===== src/rtl/fb_pipe_ctrl_pkg.sv =====
// ---------------------------------------------------------------------------
// fb_pipe_ctrl_pkg
//   Shared types and helpers for the Firebird pipeline sequencer.
//   - pctrl_state_e : sequencer states (2-bit encoding)
//   - pipe_ctrl_t   : bundle of PC / pipeline-register controls
//   - ctrl_frozen() : controls used while a data access is outstanding
//   - ctrl_run()    : RUN-mode priority (branch > load-use > fetch wait)
// ---------------------------------------------------------------------------
package fb_pipe_ctrl_pkg;

  localparam int FB_PCTRL_TO_W = 8;

  typedef enum logic [1:0] {
    FB_PCTRL_RUN  = 2'd0,
    FB_PCTRL_WAIT = 2'd1,
    FB_PCTRL_ERR  = 2'd2
  } pctrl_state_e;

  typedef struct packed {
    logic pc_we;
    logic pc_sel_branch;
    logic ifid_we;
    logic idex_we;
    logic exmem_we;
    logic memwb_we;
    logic ifid_flush;
    logic idex_flush;
    logic exmem_flush;
    logic memwb_flush;
  } pipe_ctrl_t;

  // Everything upstream of MEM/WB holds. MEM/WB keeps we=1 alongside its
  // flush so a register is never told "hold" and "bubble" at the same time;
  // the flush wins and no duplicate writeback reaches WB.
  function automatic pipe_ctrl_t ctrl_frozen();
    pipe_ctrl_t c;
    c             = '0;
    c.memwb_we    = 1'b1;
    c.memwb_flush = 1'b1;
    return c;
  endfunction

  function automatic pipe_ctrl_t ctrl_run(input logic branch_taken,
                                          input logic load_use,
                                          input logic imem_ready);
    pipe_ctrl_t c;
    c          = '0;
    c.pc_we    = 1'b1;
    c.ifid_we  = 1'b1;
    c.idex_we  = 1'b1;
    c.exmem_we = 1'b1;
    c.memwb_we = 1'b1;
    if (branch_taken) begin
      // Redirect: squash the three younger instructions, let MEM retire.
      c.pc_sel_branch = 1'b1;
      c.ifid_flush    = 1'b1;
      c.idex_flush    = 1'b1;
      c.exmem_flush   = 1'b1;
    end else if (load_use) begin
      // Hold PC and IF/ID, push a bubble into EX.
      c.pc_we      = 1'b0;
      c.ifid_we    = 1'b0;
      c.idex_flush = 1'b1;
    end else if (!imem_ready) begin
      // No instruction word: hold PC, feed a bubble into ID.
      c.pc_we      = 1'b0;
      c.ifid_flush = 1'b1;
    end
    return c;
  endfunction

endpackage


===== src/rtl/fb_hazard_detect.sv =====
// ---------------------------------------------------------------------------
// fb_hazard_detect
//   Load-use detector: the load in EX writes a register that the instruction
//   in ID reads. x0 never creates a dependency.
//   Ports:
//     id_rs1, id_rs2         source indices of the ID instruction
//     id_use_rs1, id_use_rs2 ID instruction actually reads that source
//     ex_mem_read            EX instruction is a load
//     ex_register_rd         destination of the EX instruction
//     load_use               stall request (combinational)
// ---------------------------------------------------------------------------
module fb_hazard_detect (
  input  logic [4:0] id_rs1,
  input  logic [4:0] id_rs2,
  input  logic       id_use_rs1,
  input  logic       id_use_rs2,
  input  logic       ex_mem_read,
  input  logic [4:0] ex_register_rd,
  output logic       load_use
);

  logic hit_rs1;
  logic hit_rs2;

  assign hit_rs1  = id_use_rs1 && (id_rs1 == ex_register_rd);
  assign hit_rs2  = id_use_rs2 && (id_rs2 == ex_register_rd);
  assign load_use = ex_mem_read && (ex_register_rd != 5'd0) && (hit_rs1 || hit_rs2);

endmodule


===== src/rtl/fb_pipe_ctrl.sv =====
// ---------------------------------------------------------------------------
// fb_pipe_ctrl
//   Central pipeline sequencer for the 5-stage Firebird core. Drives PC and
//   pipeline-register write enables / flushes, resolves data-memory wait,
//   branch redirect, load-use and fetch-wait hazards, owns the data-memory
//   request, a wait-state timeout and stall/flush performance counters.
//
//   Ports:
//     clk, rst               clock, synchronous active-high reset
//     imem_ready             instruction word valid this cycle
//     id_*, ex_*             load-use hazard inputs
//     mem_mem_read/write     load / store sitting in MEM
//     mem_branch_taken       branch in MEM resolved taken
//     dmem_ready             data memory completes this cycle
//     dmem_req               data memory request
//     pc_we, pc_sel_branch   PC enable / branch-target select
//     *_we, *_flush          pipeline-register enable / bubble insert
//     dmem_err               sticky wait-state timeout
//     stall_cnt, flush_cnt   cycles with pc_we=0 / branch redirects
//
//   state | meaning
//   ------+--------------------------------------------------------------
//   RUN   | normal flow; hazards resolved by priority
//   WAIT  | data access outstanding; pipeline frozen, timeout running
//   ERR   | access timed out; pipeline frozen, no request, exit via rst
// ---------------------------------------------------------------------------
module fb_pipe_ctrl
  import fb_pipe_ctrl_pkg::*;
#(
  parameter int unsigned DMEM_TIMEOUT = 255,
  parameter int          CNT_W        = 32
) (
  input  logic             clk,
  input  logic             rst,
  input  logic             imem_ready,
  input  logic [4:0]       id_rs1,
  input  logic [4:0]       id_rs2,
  input  logic             id_use_rs1,
  input  logic             id_use_rs2,
  input  logic             ex_mem_read,
  input  logic [4:0]       ex_register_rd,
  input  logic             mem_mem_read,
  input  logic             mem_mem_write,
  input  logic             mem_branch_taken,
  input  logic             dmem_ready,
  output logic             dmem_req,
  output logic             pc_we,
  output logic             pc_sel_branch,
  output logic             ifid_we,
  output logic             idex_we,
  output logic             exmem_we,
  output logic             memwb_we,
  output logic             ifid_flush,
  output logic             idex_flush,
  output logic             exmem_flush,
  output logic             memwb_flush,
  output logic             dmem_err,
  output logic [CNT_W-1:0] stall_cnt,
  output logic [CNT_W-1:0] flush_cnt
);

  localparam logic [FB_PCTRL_TO_W-1:0] TO_LIMIT = FB_PCTRL_TO_W'(DMEM_TIMEOUT);

  pctrl_state_e             state;
  pctrl_state_e             state_nxt;
  logic [FB_PCTRL_TO_W-1:0] to_cnt;
  logic [FB_PCTRL_TO_W-1:0] to_cnt_nxt;
  pipe_ctrl_t               ctrl;
  logic                     req;
  logic                     mem_op;
  logic                     load_use;

  assign mem_op = mem_mem_read | mem_mem_write;

  fb_hazard_detect u_hazard (
    .id_rs1         (id_rs1),
    .id_rs2         (id_rs2),
    .id_use_rs1     (id_use_rs1),
    .id_use_rs2     (id_use_rs2),
    .ex_mem_read    (ex_mem_read),
    .ex_register_rd (ex_register_rd),
    .load_use       (load_use)
  );

  always_comb begin
    state_nxt  = state;
    to_cnt_nxt = to_cnt;
    ctrl       = '0;
    req        = 1'b0;
    if (!rst) begin
      unique case (state)
        FB_PCTRL_RUN: begin
          if (mem_op && !dmem_ready) begin
            // The first cycle of a wait already freezes the pipeline.
            req        = 1'b1;
            ctrl       = ctrl_frozen();
            state_nxt  = FB_PCTRL_WAIT;
            to_cnt_nxt = '0;
          end else begin
            // Zero-wait accesses fall through to the normal priority chain;
            // a branch coincident with a memory op is only seen here once
            // the memory side is satisfied.
            req  = mem_op;
            ctrl = ctrl_run(mem_branch_taken, load_use, imem_ready);
          end
        end
        FB_PCTRL_WAIT: begin
          req = 1'b1;
          if (dmem_ready) begin
            ctrl       = ctrl_run(mem_branch_taken, load_use, imem_ready);
            state_nxt  = FB_PCTRL_RUN;
            to_cnt_nxt = '0;
          end else begin
            ctrl = ctrl_frozen();
            if (to_cnt == TO_LIMIT) begin
              state_nxt = FB_PCTRL_ERR;
            end else begin
              to_cnt_nxt = to_cnt + FB_PCTRL_TO_W'(1);
            end
          end
        end
        FB_PCTRL_ERR: begin
          ctrl = ctrl_frozen();
        end
        default: begin
          state_nxt = FB_PCTRL_RUN;
        end
      endcase
    end
  end

  always_ff @(posedge clk) begin
    if (rst) begin
      state     <= FB_PCTRL_RUN;
      to_cnt    <= '0;
      dmem_err  <= 1'b0;
      stall_cnt <= '0;
      flush_cnt <= '0;
    end else begin
      state  <= state_nxt;
      to_cnt <= to_cnt_nxt;
      if (state_nxt == FB_PCTRL_ERR) begin
        dmem_err <= 1'b1;
      end
      if (!ctrl.pc_we) begin
        stall_cnt <= stall_cnt + CNT_W'(1);
      end
      if (ctrl.pc_sel_branch) begin
        flush_cnt <= flush_cnt + CNT_W'(1);
      end
    end
  end

  assign dmem_req      = req;
  assign pc_we         = ctrl.pc_we;
  assign pc_sel_branch = ctrl.pc_sel_branch;
  assign ifid_we       = ctrl.ifid_we;
  assign idex_we       = ctrl.idex_we;
  assign exmem_we      = ctrl.exmem_we;
  assign memwb_we      = ctrl.memwb_we;
  assign ifid_flush    = ctrl.ifid_flush;
  assign idex_flush    = ctrl.idex_flush;
  assign exmem_flush   = ctrl.exmem_flush;
  assign memwb_flush   = ctrl.memwb_flush;

endmodule


===== config.mk =====
export PLATFORM = sky130hd
export DESIGN_NAME = fb_pipe_ctrl
export DESIGN_NICKNAME = d
export VERILOG_FILES = /design/src/rtl/fb_pipe_ctrl_pkg.sv /design/src/rtl/fb_hazard_detect.sv /design/src/rtl/fb_pipe_ctrl.sv
export SDC_FILE = /design/constraint.sdc
export NUM_CORES = 1
export LEC_CHECK = 0
export CAP_MARGIN = 20
export CORE_ASPECT_RATIO = 0.6
export CORE_UTILIZATION = 52
export CTS_CLUSTER_DIAMETER = 50
export DETAILED_ROUTE_END_ITERATION = 8
export PLACE_DENSITY = 0.88
export SLEW_MARGIN = 20
export SYNTH_ARGS = -nofsm -noshare
export SYNTH_HDL_FRONTEND = slang
export SYNTH_SLANG_ARGS = --single-unit

===== constraint.sdc =====
create_clock -name clk -period 3.45 [get_ports clk]
set_input_delay 0.69 -clock clk [delete_from_list [all_inputs] [get_ports clk]]
set_output_delay 0.69 -clock clk [all_outputs]
set_load 0.05 [all_outputs]

## Word-level counts from Yosys, hierarchy flattened

Index checks and enable logic that the tools add are counted.

| operators by class | value |
|---|---|
| add/sub/neg operators | 3 |
| eq/ne operators | 8 |
| muxes and demuxes | 26 |
| bitwise logic cells | 1 |
| reductions and logical operators | 11 |

Operator list:

| operator | number |
|---|---|
| $add 32x1->32 const B | 2 |
| $mux 10 | 3 |
| $pmux 10 s3 | 1 |
| $mux 8 | 3 |
| $pmux 8 s2 | 1 |
| $mux 1 | 11 |
| $eq 5x5->1 | 2 |
| $mux 2 | 5 |
| $add 8x1->8 const B | 1 |
| $eq 8x8->1 const B | 1 |
| $pmux 2 s3 | 1 |
| $logic_and 1x1->1 | 5 |
| $reduce_bool 5->1 | 1 |
| $eq 2x2->1 const B | 2 |
| $ne 3x3->1 const B | 1 |
| $reduce_and 3->1 | 1 |
| $eq 2x1->1 const B | 1 |
| $logic_not 2->1 | 1 |
| $ne 2x2->1 const B | 1 |
| $pmux 1 s2 | 1 |
| $reduce_bool 2->1 | 1 |
| $logic_not 1->1 | 1 |
| $logic_or 1x1->1 | 1 |
| $or 1x1->1 | 1 |

| storage, ports and cells | value |
|---|---|
| flip-flop bits (word level) | 75 |
| input port bits | 25 |
| output and inout port bits | 76 |
| word-level logic and storage cells | 54 |

## Logic depth before layout (Yosys ltp)

Gate-level depths: netlist of run 1.

| logic depth | value |
|---|---|
| depth in word-level cells | 9 |
| gate-level depth with buffers | 10 |
| gate-level depth less buffers | 7 |

## Cells and area by module

From an unflattened synthesis of run 1, not the netlist that was laid out.

| unflattened totals | value |
|---|---|
| cells, all modules | 490 |
| area, all modules | 4070.2 µm² |

By module, submodules not included:

| module | instances | cells an instance | area each (µm²) | seq. area each (µm²) |
|---|---|---|---|---|
| fb_pipe_ctrl | 1 | 473 | 3936.3 | 1501.4 |
| fb_hazard_detect | 1 | 17 | 133.9 | 0.0 |

## Worst setup path after synthesis of run 1

OpenSTA, ideal clock, no wires.

| path | value |
|---|---|
| path kind | input port to output port |
| start point | in dmem_ready |
| end point | out pc_sel_branch |
| data arrival time | 2.591 ns |
| required time | 2.760 ns |
| slack | 0.169 ns |
| stages on the path | 6 |
| buffers on the path | 3 |
| path through | clkbuf_1 > o21ai_2 > inv_1 > and2_1 > clkbuf_1 > buf_4 |

| on the way | value |
|---|---|
| cells in the longest elaborated chain, start to end | 5 |
| elaborated cells on any way between the ends | 6 |
| those cells by class | mux: 4; reduce/logical: 2 |

Ends and longest elaborated chain:

| item | RTL line | RTL |
|---|---|---|
| from (decl) | fb_pipe_ctrl.sv:45 | `input logic dmem_ready,` |
| $logic_not 1->1 | fb_pipe_ctrl.sv:93 | `if (mem_op && !dmem_ready) begin` |
| $logic_and 1x1->1 | fb_pipe_ctrl.sv:93 |  |
| $mux 10 | fb_pipe_ctrl.sv:93 |  |
| $pmux 10 s3 (*) | fb_pipe_ctrl.sv:91 | `unique case (state)` |
| $mux 10 (*) | fb_pipe_ctrl.sv:90 | `if (!rst) begin` |
| to (decl) | fb_pipe_ctrl.sv:48 | `output logic pc_sel_branch,` |

Mark *: on every way between the ends. The rest lies on a longest branch, timed or not.

## Worst setup path after layout of run 1

| path | value |
|---|---|
| start point | in ex_register_rd[1] |
| end point | out ifid_flush |

| on the way | value |
|---|---|
| cells in the longest elaborated chain, start to end | 9 |
| elaborated cells on any way between the ends | 14 |
| those cells by class | eq/ne: 2; mux: 6; reduce/logical: 6 |

Ends and longest elaborated chain:

| item | RTL line | RTL |
|---|---|---|
| from (decl) | fb_pipe_ctrl.sv:41 | `input logic [4:0] ex_register_rd,` |
| $eq 5x5->1 (on tied branches) | fb_hazard_detect.sv:25, fb_hazard_detect.sv:26 |  |
| $logic_and 1x1->1 (on tied branches) | fb_hazard_detect.sv:25, fb_hazard_detect.sv:26 |  |
| $logic_or 1x1->1 | fb_hazard_detect.sv:27 | `assign load_use = ex_mem_read && (ex_register_rd != 5'd0) && (hit_rs1 \|\| hit_rs2);` |
| $logic_and 1x1->1 (*) | fb_hazard_detect.sv:27 |  |
| $mux 1 (*) | fb_pipe_ctrl_pkg.sv:59 | `end else if (load_use) begin` |
| $mux 2 (*) | fb_pipe_ctrl_pkg.sv:53 | `if (branch_taken) begin` |
| $mux 10 (on tied branches) | fb_pipe_ctrl.sv:109, fb_pipe_ctrl.sv:93 |  |
| $pmux 10 s3 (*) | fb_pipe_ctrl.sv:91 |  |
| $mux 10 (*) | fb_pipe_ctrl.sv:90 |  |
| to (decl) | fb_pipe_ctrl.sv:53 | `output logic ifid_flush,` |

Marks and branches as above.

==> metrics.yaml, run 1 <==
critical_path:
  cp_cell_sequence: "clkdlybuf4s50_1 > or4_1 > o21ai_2 > inv_1 > a21oi_1 > nor2_1 > nor2_1 > buf_12"
  r2r_end: "stall_cnt[20]$_SDFFE_PP0N_"
  max_stage_delay_ns: 0.55
  end_kind: "output pin"
  worstReg2RegStart: "state[0]$_SDFF_PP0_"
  r2r_cells: 8
  startpoint_type: "input port"
  critPathArrivalTime_ns: 2.60
  cp.required_ns: 2.76
  path_class: "in -> out"
  cpMostUsedCell: "nor2_1"
  cp_max_fo: 3
  r2r_slack_ns: 1.19
  slowest_stage: "or4_1"
global_route:
  grt_usage_pct: 27.7
  grt_max_degree: 39
  grt_pass1_vias: 3436
  overflow: 0
  antenna_found_initial: 0
  grt_first_pass_wirelength_mm: 16.3
cells_and_area:
  fin_nets: 560
  instances_no_fill: 624
  final_common_cell: "clkdlybuf4s50_1"
  diodes: 0
  syn_to_final_growth_pct: 36.7
  drive_above_1_share_pct: 9.31
  final_cell_mix: "90 x clkdlybuf4s50_1, 75 x dfxtp_1, 54 x nor2_1"
  finalCoreUtilization_pct: 75.1
  stdcell_area_um2: 5120
  num-fill-cells: 523
placed_design:
  gp_congestion: 0.803
  placed_cell_area_um2: 4790
  dpl.cell_count: 608
  dp.final_hpwl_mm: 7.03
  port_buffers: 100
min_path:
  hold_end: "dmem_err$_SDFFE_PP0N_"
  holdCritPathClass: "reg -> reg"
  hp-start: "dmem_err$_SDFFE_PP0N_"
  holdPathStages: 2
synth:
  ys_warn_count: 0
  syn-cell-area_um2: 3750
  syn_inst: 443
  syn_nets: 471
  avgSynthCellArea_um2: 8.46
  ys_seq_area_share_pct: 40.1
  synth_edf_count: 0
  synth_ff_type: "dfxtp_1"
  synth.distinct_cells: 46
  ys_ff_latch: 75
  async_flop_share_pct: 0
timing:
  maxSlewViolCount: 0
  tns_ns: 0
  setup_violations: 0
  skew_ns: 0.00487
  fmax_ghz: 0.304
  post-route-period-util_pct: 95.4
  finalHoldViolCount: 0
  fin_crit_ns: 3.29
  grt_setup_unrepaired: "false"
  relSlewSlack_pct: 60.8
  worstMarginPinSlew_ns: 0.584
clock_network:
  cts_setup_buffers: 0
  cts_buffer_depth: 2
  clock_latency_ns: 0.34
  cts.sinks: 75
  cts_tree: "yes"
  clk_pin_slew_ns: 0.06
  htree_levels: 3
  holdBufCountCts: 0
  cts-root-buf: "clkbuf_16"
  cts_buffers: 9
floorplanning:
  die_area_um2: 7560
  start_util_pct: 54.9
  io_pins: 101
  die_x_um: 112
  fp-row-count: 23
  die_y_um: 67.7
  coreArea_um2: 6820
routing:
  drtIter0Drc: 242
  via_count: 3734
  vias_per_cell: 5.98
  routed_wl_mm: 10.0
  first_pass_iters: 7
  route.detailed.drc: 3
  wl_per_cell_um: 16.1
  ant_nets: 0
status:
  status: "finished, violations left"
  failed_checks: "design-rule violations"
power:
  ir_worst_vdd_mv: 0.343
  p_leak_nw: 1.67
  powerDensity_nw_per_um2: 411
job:
  cap_viol_max_count: 0
## worst max-delay path: cells and delay by family
kind            cells  cell delay (ns)
compound gates      2             0.34
simple gates        3             0.82
buf+inv             3             0.75
## what timing repair did
action,CTS,global route
hold endpoints to repair,0,0
resized for setup,0,1
endpoints found under the setup margin,0,1
## report_power, final
part | total [mW] | switching [mW] | leakage [nW] | internal (mW)
Combinational | 0.200 | 0.120 | 0.914 | 0.0804
Clock | 1.02 | 0.368 | 0.155 | 0.652
Sequential | 0.886 | 0.0118 | 0.605 | 0.874
Total | 2.11 | 0.500 | 1.67 | 1.61
## flip-flops by register name, summed over array words and instances (netlist names)
register   flops
flush_cnt     32
stall_cnt     32
to_cnt         8
state          2
dmem_err       1
## stage by stage
stage	hold slack [ns]	power [mW]	setup WS [ns]
floorplan	0.454	1.02	0.169
global placement	0.438	1.10	0.183
detailed placement	0.440	1.10	0.139
CTS	0.449	2.12	0.114
global route	0.485	2.16	0.0562
finish	0.453	2.11	0.158
## cells in the mapped netlist, types with 2 or more instances
cell type	n	share of area, %
and3_1	2	0.33
o21ai_0	12	1.6
buf_2	3	0.40
inv_1	13	1.3
buf_4	4	0.80
xnor2_1	24	5.6
nor3_2	4	1.1
clkbuf_1	14	1.4
nand2_1	20	2.0
ha_1	3	1.0
buf_1	2	0.20
and4_1	6	1.4
a21oi_1	42	5.6
buf_6	3	0.90
nand3_1	21	2.8
or4_1	17	3.4
dfxtp_1	75	40
o21ai_1	8	1.1
nand4_1	25	4.2
or3_1	19	3.2
nor3_1	6	0.80
nor2_1	54	5.4
or2_2	3	0.50
xor2_1	21	4.9
mux2i_1	3	0.80
o31ai_1	16	3.2
and2_1	4	0.67
## cell type report
cell class	instances	area, µm²	area share [%]
clock inverter	6	88.8	1.74
tap	87	109	2.13
timing repair buffer	104	1070	20.8
multi-input combinational	329	2070	40.4
inverter	13	48.8	0.953
clock buffer	10	239	4.67
sequential	75	1500	29.3
## per-layer routing
metal	vias up	share of wire (%)	GRT usage (%)
met3	12	5.8	7.45
met2	137	48	47.0
met4	0	1.0	9.12
met5	-	0	0
met1	1801	45	34.7
li1	1784	-	-
## worst max-delay path by stage
stage,startpoint,end,depth (start not counted)
finish,ex_register_rd[1],ifid_flush,8
global route,ex_register_rd[1],ifid_flush,8
global placement,ex_register_rd[1],ifid_flush,8
floorplan,dmem_ready,pc_sel_branch,6
detailed placement,ex_register_rd[1],ifid_flush,8
CTS,ex_register_rd[1],ifid_flush,8
## logic make-up (layout without fill, tap and decap cells)
logic type / Yosys count / after routing / share of synthesized area (%)
AND/OR/NAND/NOR: 190 / 190 / 28.7
AO/OA/AOI/OAI: 88 / 88 / 13.9
flip-flops: 75 / 75 / 40.1
XOR/XNOR: 45 / 45 / 10.5
buffers and inverters: 39 / 133 / 5.01
adder cells (fa/ha/maj): 3 / 3 / 1.00
multiplexers: 3 / 3 / 0.802
Note: power is estimated with default switching activity, not from simulation.
==> run 2: changes to the inputs <==
SETUP_SLACK_MARGIN = 0.05   (was default)
==> results of run 2 <==
Final layout, timing and power as in run 1 (identical DEF).
